`src/rtl/bcd_seg_display_if.sv`:
```
// Handshake and display bus between a result producer and bcd_seg_display.
// The master drives start/value; the slave (the converter) returns status and display data.
interface bcd_seg_display_if #(
    parameter int BIN_W      = 11,
    parameter int NUM_DIGITS = 4
);
    logic                    start;
    logic [BIN_W-1:0]        value;
    logic                    busy;
    logic                    done;
    logic                    overflow;
    logic [4*NUM_DIGITS-1:0] bcd_out;
    logic [7*NUM_DIGITS-1:0] segments;

    modport master (output start, value, input busy, done, overflow, bcd_out, segments);
    modport slave  (input start, value, output busy, done, overflow, bcd_out, segments);
endinterface

```
`src/rtl/bcd_seg_display.sv`:
```
// Serial double-dabble binary-to-BCD converter driving active-low seven-segment digits.
// Define BCD_SEG_SIGNED_EN to treat value as two's complement with a sign digit on top.
module bcd_seg_display #(
    parameter int BIN_W      = 11,
    parameter int NUM_DIGITS = 4,
    parameter int BLANK_LZ   = 1
) (
    input  logic             clk,
    input  logic             reset,
    bcd_seg_display_if.slave bus
);
    localparam int INT_D = (NUM_DIGITS > (BIN_W + 2) / 3) ? NUM_DIGITS : (BIN_W + 2) / 3;
    localparam int CW    = $clog2(BIN_W + 1);
`ifdef BCD_SEG_SIGNED_EN
    localparam int NUM_N = NUM_DIGITS - 1;
`else
    localparam int NUM_N = NUM_DIGITS;
`endif

    typedef enum logic [1:0] {IDLE, ADD3, SHIFT, LATCH} state_e;

    state_e                  state_q, state_d;
    logic [BIN_W-1:0]        bin_q, bin_d;
    logic [4*INT_D-1:0]      bcd_q, bcd_d;
    logic [CW-1:0]           cnt_q, cnt_d;
    logic                    done_q, ovf_q;
    logic [4*NUM_DIGITS-1:0] bcd_out_q;
    logic [7*NUM_DIGITS-1:0] seg_q;
    logic                    ovf_c;
    logic [4*NUM_DIGITS-1:0] bcd_c;
    logic [7*NUM_DIGITS-1:0] seg_c;
    logic                    shown;
    logic [BIN_W-1:0]        mag;
`ifdef BCD_SEG_SIGNED_EN
    logic                    neg_q, neg_d;
`endif

    function automatic logic [6:0] seg7(input logic [3:0] d);
        case (d)
            4'd0:    seg7 = 7'h40;
            4'd1:    seg7 = 7'h79;
            4'd2:    seg7 = 7'h24;
            4'd3:    seg7 = 7'h30;
            4'd4:    seg7 = 7'h19;
            4'd5:    seg7 = 7'h12;
            4'd6:    seg7 = 7'h02;
            4'd7:    seg7 = 7'h78;
            4'd8:    seg7 = 7'h00;
            4'd9:    seg7 = 7'h10;
            default: seg7 = 7'h7F;
        endcase
    endfunction

    function automatic logic [7*NUM_DIGITS-1:0] reset_seg();
        reset_seg      = {NUM_DIGITS{(BLANK_LZ != 0) ? 7'h7F : 7'h40}};
`ifdef BCD_SEG_SIGNED_EN
        reset_seg[7*(NUM_DIGITS-1) +: 7] = 7'h7F;
`endif
        reset_seg[6:0] = 7'h40;
    endfunction

`ifdef BCD_SEG_SIGNED_EN
    // Two's-complement negate also maps -2^(BIN_W-1) onto its unsigned magnitude.
    assign mag = bus.value[BIN_W-1] ? (~bus.value + BIN_W'(1)) : bus.value;
`else
    assign mag = bus.value;
`endif

    always_comb begin
        state_d = state_q;
        bin_d   = bin_q;
        bcd_d   = bcd_q;
        cnt_d   = cnt_q;
`ifdef BCD_SEG_SIGNED_EN
        neg_d   = neg_q;
`endif
        case (state_q)
            IDLE: if (bus.start) begin
                bin_d   = mag;
                bcd_d   = '0;
                cnt_d   = '0;
`ifdef BCD_SEG_SIGNED_EN
                neg_d   = bus.value[BIN_W-1];
`endif
                state_d = ADD3;
            end
            ADD3: begin
                for (int i = 0; i < INT_D; i++)
                    if (bcd_q[4*i +: 4] > 4'd4) bcd_d[4*i +: 4] = bcd_q[4*i +: 4] + 4'd3;
                state_d = SHIFT;
            end
            SHIFT: begin
                {bcd_d, bin_d} = {bcd_q, bin_q} << 1;
                cnt_d          = cnt_q + CW'(1);
                state_d        = (cnt_q == CW'(BIN_W - 1)) ? LATCH : ADD3;
            end
            default: state_d = IDLE;
        endcase
    end

    // Display image derived from the finished BCD register; only captured in LATCH.
    always_comb begin
        ovf_c = 1'b0;
        for (int i = 0; i < INT_D; i++)
            if (i >= NUM_N && bcd_q[4*i +: 4] != 4'd0) ovf_c = 1'b1;
        seg_c = '1;
        shown = (BLANK_LZ == 0);
        for (int i = NUM_N - 1; i >= 0; i--) begin
            if (bcd_q[4*i +: 4] != 4'd0 || i == 0) shown = 1'b1;
            seg_c[7*i +: 7] = shown ? seg7(bcd_q[4*i +: 4]) : 7'h7F;
        end
        bcd_c = bcd_q[4*NUM_DIGITS-1:0];
`ifdef BCD_SEG_SIGNED_EN
        seg_c[7*(NUM_DIGITS-1) +: 7] = neg_q ? 7'h3F : 7'h7F;
        bcd_c[4*(NUM_DIGITS-1) +: 4] = neg_q ? 4'hF : 4'h0;
`endif
        if (ovf_c) seg_c = {NUM_DIGITS{7'h3F}};
    end

    always_ff @(posedge clk) begin
        if (reset) begin
            state_q   <= IDLE;
            bin_q     <= '0;
            bcd_q     <= '0;
            cnt_q     <= '0;
            done_q    <= 1'b0;
            ovf_q     <= 1'b0;
            bcd_out_q <= '0;
            seg_q     <= reset_seg();
`ifdef BCD_SEG_SIGNED_EN
            neg_q     <= 1'b0;
`endif
        end else begin
            state_q <= state_d;
            bin_q   <= bin_d;
            bcd_q   <= bcd_d;
            cnt_q   <= cnt_d;
            done_q  <= (state_q == LATCH);
`ifdef BCD_SEG_SIGNED_EN
            neg_q   <= neg_d;
`endif
            if (state_q == LATCH) begin
                ovf_q     <= ovf_c;
                bcd_out_q <= bcd_c;
                seg_q     <= seg_c;
            end
        end
    end

    assign bus.busy     = (state_q != IDLE);
    assign bus.done     = done_q;
    assign bus.overflow = ovf_q;
    assign bus.bcd_out  = bcd_out_q;
    assign bus.segments = seg_q;
endmodule

```
`src/flat_wrapper.sv`:
```
// flat-port wrapper written by rule: the top's interface ports become plain ports
module bcd_seg_display_flat 
#(
    parameter int BIN_W      = 11,
    parameter int NUM_DIGITS = 4,
    parameter int BLANK_LZ   = 1
)
  (clk, reset, bus_start, bus_value, bus_busy, bus_done, bus_overflow, bus_bcd_out, bus_segments);
  bcd_seg_display_if #(.BIN_W(BIN_W), .NUM_DIGITS(NUM_DIGITS)) bus_i ();
  input  logic clk;
  input  logic reset;
  input wire logic [$bits(bus_i.start)-1:0] bus_start;
  input wire logic [$bits(bus_i.value)-1:0] bus_value;
  output wire logic [$bits(bus_i.busy)-1:0] bus_busy;
  output wire logic [$bits(bus_i.done)-1:0] bus_done;
  output wire logic [$bits(bus_i.overflow)-1:0] bus_overflow;
  output wire logic [$bits(bus_i.bcd_out)-1:0] bus_bcd_out;
  output wire logic [$bits(bus_i.segments)-1:0] bus_segments;
  assign bus_i.start = bus_start;
  assign bus_i.value = bus_value;
  assign bus_busy = bus_i.busy;
  assign bus_done = bus_i.done;
  assign bus_overflow = bus_i.overflow;
  assign bus_bcd_out = bus_i.bcd_out;
  assign bus_segments = bus_i.segments;
  bcd_seg_display #(.BIN_W(BIN_W), .NUM_DIGITS(NUM_DIGITS), .BLANK_LZ(BLANK_LZ)) u_core (.clk(clk), .reset(reset), .bus(bus_i));
endmodule
```
`config.mk`:
```
export PLATFORM = sky130hd
export DESIGN_NAME = bcd_seg_display_flat
export DESIGN_NICKNAME = d
export VERILOG_FILES = /design/src/rtl/bcd_seg_display_if.sv /design/src/rtl/bcd_seg_display.sv /design/src/flat_wrapper.sv
export SDC_FILE = /design/constraint.sdc
export NUM_CORES = 1
export LEC_CHECK = 0
export CORE_MARGIN = 4
export CORE_UTILIZATION = 56
export CTS_CLUSTER_DIAMETER = 30
export DETAILED_ROUTE_END_ITERATION = 8
export HOLD_SLACK_MARGIN = 0.05
export PLACE_DENSITY = 0.84
export SYNTH_ARGS = -nofsm -noshare
export SYNTH_HDL_FRONTEND = slang
export SYNTH_SLANG_ARGS = --single-unit
```
`constraint.sdc`:
```
create_clock -name clk -period 3.3 [get_ports clk]
set_input_delay 0.33 -clock clk [delete_from_list [all_inputs] [get_ports clk]]
set_output_delay 0.33 -clock clk [all_outputs]
set_load 0.02 [all_outputs]
```
# [Word-level counts from Yosys, hierarchy flattened]
# Memories as Yosys holds them, arrays and structs flattened. A register that Yosys moved wholly into a read port is not among the register bits.
# Cells that the tools add are included.
[op_classes] add_sub_neg=5 n_lt_le_gt_ge=4 eq_ne=9 n_reduce_logical=12 bitwise_logic=0 mul=0 n_shift=0 n_div=0 muxes=25
[op_table] cell="$pmux 16 s3" count=1
[op_table] cell="$mux 4" count=11
[op_table] cell="$pmux 11 s2" count=1
[op_table] cell="$mux 7" count=3
[op_table] cell="$add 4x2->4 const B" count=4
[op_table] cell="$gt 4x3->1 const B" count=4
[op_table] cell="$mux 16" count=1
[op_table] cell="$reduce_and 3->1" count=4
[op_table] cell="$reduce_bool 4->1" count=3
[op_table] cell="$mux 11" count=1
[op_table] cell="$ne 2x1->1 const B" count=4
[op_table] cell="$pmux 4 s2" count=1
[op_table] cell="$pmux 2 s3" count=1
[op_table] cell="$add 4x1->4 const B" count=1
[op_table] cell="$eq 2x2->1 const B" count=2
[op_table] cell="$eq 4x4->1 const B" count=1
[op_table] cell="$mux 2" count=2
[op_table] cell="$reduce_bool 2->1" count=2
[op_table] cell="$mux 1" count=3
[op_table] cell="$reduce_bool 3->1" count=1
[op_table] cell="$eq 2x1->1 const B" count=1
[op_table] cell="$logic_not 2->1" count=1
[op_table] cell="$ne 2x2->1 const B" count=1
[op_table] cell="$reduce_and 2->1" count=1
[word_totals] n_memories=4 out_inout_bits=47 ram_bits=0 latchBits=0 elab_cells=69 regBits=78 rom_bits=448
[mem_list] name="(name not given)" words=16 width=7 rd=1 rd_clocked_by_memory_dff=1 wr=0 line_no="bcd_seg_display.sv:39" text="case (d)"
[mem_list] name="(name not given)" words=16 width=7 rd=1 rd_clocked_by_memory_dff=1 wr=0 line_no="bcd_seg_display.sv:39"
[mem_list] name="(name not given)" words=16 width=7 rd=1 rd_clocked_by_memory_dff=1 wr=0 line_no="bcd_seg_display.sv:39"
[mem_list] name="(name not given)" words=16 width=7 rd=1 rd_clocked_by_memory_dff=1 wr=0 line_no="bcd_seg_display.sv:39"

# [Longest topological paths before layout]
[depth] word_depth=5 ltp_mapped=12 ltp_nobuf=11

# [Worst setup path after synthesis]
# No wires, ideal clock.
[synth_timing] path_type="reg2reg" from="reg u_core.state_q[0]" to="reg (tool-made name)" arrival_time_ns=2.488 n_path_buf=1 t_required_ns=3.178 setup_time_ns=0.122 path_stages_with_launch=12 path_slack_ns=0.690 synth_period_minus_slack_ns=2.610 cell_sequence="dfxtp_1 > inv_1 > ha_1 > nor2b_4 > buf_6 > a211oi_4 > a31oi_1 > nor2_1 > inv_1 > ha_1 > nor2b_1 > a221o_1"
[synth_rtl] element="from (decl)" line_no="bcd_seg_display.sv:22" text="state_e state_q, state_d;"
[synth_rtl] element="from (signal assigned)" line_no="bcd_seg_display.sv:134" text="state_q <= state_d;"

==> summary.md <==
| Metric | Value |
|---|---|
| Outcome | `finished clean` |
| Postcts setup bufs | `0` |
| Worst setup EP type | `flop` |
| Std-Cell Rows | `34` |
| Synth area leaders | `dfxtp_1 40%, ha_1 8.3%, nor2_1 7.1%` |
| Number of synthesized flops with an enable pin | `0` |
| PwrDens | `between 500 and 600 nW/um2` |
| RD Place Congestion | `0.8057` |
| Fin crit share | `0.8822` |
| CTS tree | `done` |
| CP max-delay cell | `a211oi_4` |
| DRC viols | `0` |
| Critical path peak fanout | `12` |
| Leakage | `between 2 and 2.5 nW` |
| Kind of critical path | `flop to flop` |
| Routed via count | `4013` |
| Clk_lat worst skew | `0.36 ns` |
| Sequential share of the synthesized area | `0.3978` |
| Fin cells | `~720` |
| Post-placement cell count | `702` |
| Area Growth Syn to Fin | `16.55%` |
| Min Tclk post-route | `between 2 and 3 ns` |
| Most used flip-flop cell after synthesis | `dfxtp_1` |
| CTS Buffer Depth | `2` |
| Synth area leader | `dfxtp_1` |
| Most common cell after layout, fill and taps aside | `dfxtp_1` |
| Ys async rst share | `0` |
| Num CTS Buffers | `9` |
| WP buf/inv | `2` |
| Most frequent cells in the layout | `99 x dfxtp_1, 94 x nor2_1, 58 x clkdlybuf4s50_1, 33 x inv_1, 32 x ha_1` |
| Register Area | `1982 um2` |
| Endpoints failing setup | `0` |
| First-pass GRT wire length | `17960 um` |
| Starting Density | `0.5741` |
| Actual slew at the worst max-slew pin | `0.6394 ns` |
| RSZ-0062 raised after global routing | `false` |
| Syn Area/Cell | `8.865 um2` |
| Relative slew slack | `0.5737` |
| GR Util All Layers | `0.2096` |
| Worst Skew | `0.008309 ns` |
| Worst min-delay path class | `flop to flop` |
| Ys Warns | `0` |
| Critical path, cell by cell | `inv_1 -> ha_1 -> nor2b_1 -> a211oi_4 -> a31oi_1 -> nor2_1 -> inv_1 -> ha_1 -> mux2_4 -> a221oi_1` |
| Util after Layout | `0.6691` |
| Crit-path leading delay family | `compound AO/OA/AOI/OAI gates` |
| Nets | `652` |
| Vias in the first global route | `3925` |
| Hold_buf cts | `0` |
| Post-Synthesis Cells | `562` |
| Port Buf Inserts | `between 50 and 60` |
| Post-CTS sizing | `0` |
| Mapped cell area | `approximately 5000 um2` |
| Die Ht | `102.3 um` |
| Share of the synthesized area in the top cell type | `0.3978` |
| Post-Route Setup TNS | `0 ns` |
| Layout cells sized above 1 | `0.09836` |
| Total Power | `0.003039 W` |
| TritonCTS Sinks | `99` |
| Post-synthesis net count | `609` |
| Max-slew violation count | `0` |
| CP required | `between 3 and 4 ns` |
| CTS HTree Levels | `3` |
| Final wirelength | `10580 um` |
| ANT cells | `0` |
| IO Pins | `61` |
| Final HPWL DP | `~7500 um` |
| Die area | `10470 um2` |
| Multi-input combinational cell area | `between 2000 and 3000 um2` |
| Largest net degree at the start of global routing | `46` |
| Seq cells post-synth | `99` |
| DRT iter0 DRCs | `224` |
| Total grt overflow | `0` |
| Initial antenna violation count | `0` |
| Via-per-instance ratio | `5.589` |
| Startpoint types | `flop` |
| Routed len/inst | `around 15 um` |
| Peak supply drop | `290.0 uV` |
| # fillers | `727` |
| Post-route ant nets | `0` |
| CP arrival | `between 3 and 4 ns` |
| Reg clk slew, reported paths | `roughly 0.090 ns` |
| Final Hold Fails | `0` |
| Slowest stage delay, CP | `0.39 ns` |
| Number of max-cap violations | `0` |
| Die Width | `roughly 100 um` |
| Area of the core | `between 8000 and 9000 um2` |
| Drt pass-1 iters | `4` |
| Fmax | `between 300 and 400 MHz` |
| R2R setup slack | `0.39 ns` |
| Clk root buf | `clkbuf_8` |
| Post-synthesis cell type count | `51` |
==> tightest hold or removal path: cells and delay by family (launching register included) <==
family           cells  cell delay [ns]
flip-flops           1             0.31
AO/OA/AOI/OAI        1             0.07
AND/OR/NAND/NOR      1             0.06
==> report_power, final <==
group / internal [W] / total (W) / switching [W]
logic: 0.000372 / 0.000904 / 0.000531
clock network: 0.000391 / 0.000782 / 0.000391
registers: 0.00129 / 0.00135 / 0.0000622
total: 0.00206 / 0.00304 / 0.000984
==> area by class of cell <==
class / instances / area share
Tap cell: 108 / 0.02327
Clock buffer: 12 / 0.02672
Clock inverter: 4 / 0.008403
Timing Repair Buffer: 66 / 0.1099
Inverter: 33 / 0.02133
Multi-Input combinational cell: 396 / 0.4691
Sequential cell: 99 / 0.3413
==> kinds of logic (layout without fill, tap and decap cells) <==
kind of cell,Yosys count,count (layout),share of synthesized area
fa+ha+maj,33,33,0.08287
xor+xnor,6,6,0.01055
mux,31,31,0.06554
buf+inv,67,115,0.05600
other cells,1,1,0.0007527
simple gates,191,191,0.1858
flops,99,99,0.3978
compound gates,134,134,0.2007
==> through the flow <==
step	cell area (um2)	worst slack, ns	hold WS [ns]
final	5807	0.3886	0.4624
after detailed placement	5603	0.3956	0.4448
after floorplan	4982	0.6901	0.4316
after CTS	5807	0.3994	0.4669
after global placement	5603	0.5980	0.4377
after global routing	5807	0.08914	0.4983
==> final timing paths <==
path,from,cells after the start,to
max,u_core.state_q[1],10,flop
min,flop,2,u_core.bus.segments[11]
max reg2reg,u_core.state_q[1],10,flop
min reg2reg,flop,2,u_core.bus.segments[11]
==> metal layers <==
| layer | routed length, um | vias to the layer above | track usage |
|---|---|---|---|
| met5 | 0 | - | 0 |
| met4 | 127 | 0 | 0.06761 |
| met3 | 522 | 12 | 0.04300 |
| met2 | 5334 | 103 | 0.3628 |
| met1 | 4597 | 1893 | 0.2611 |
| li1 | - | 2005 | - |
==> cells in the mapped netlist, drive strengths merged (12+ instances only) <==
master / number
a21oi: 29
nand2b: 27
o21ai: 15
a31oi: 12
clkbuf: 22
dfxtp: 99
mux2i: 27
a21o: 13
nor2: 94
a211oi: 16
buf: 12
inv: 33
o22ai: 14
ha: 33
nand2: 30
No activity file was read; power rests on OpenSTA's default activity.
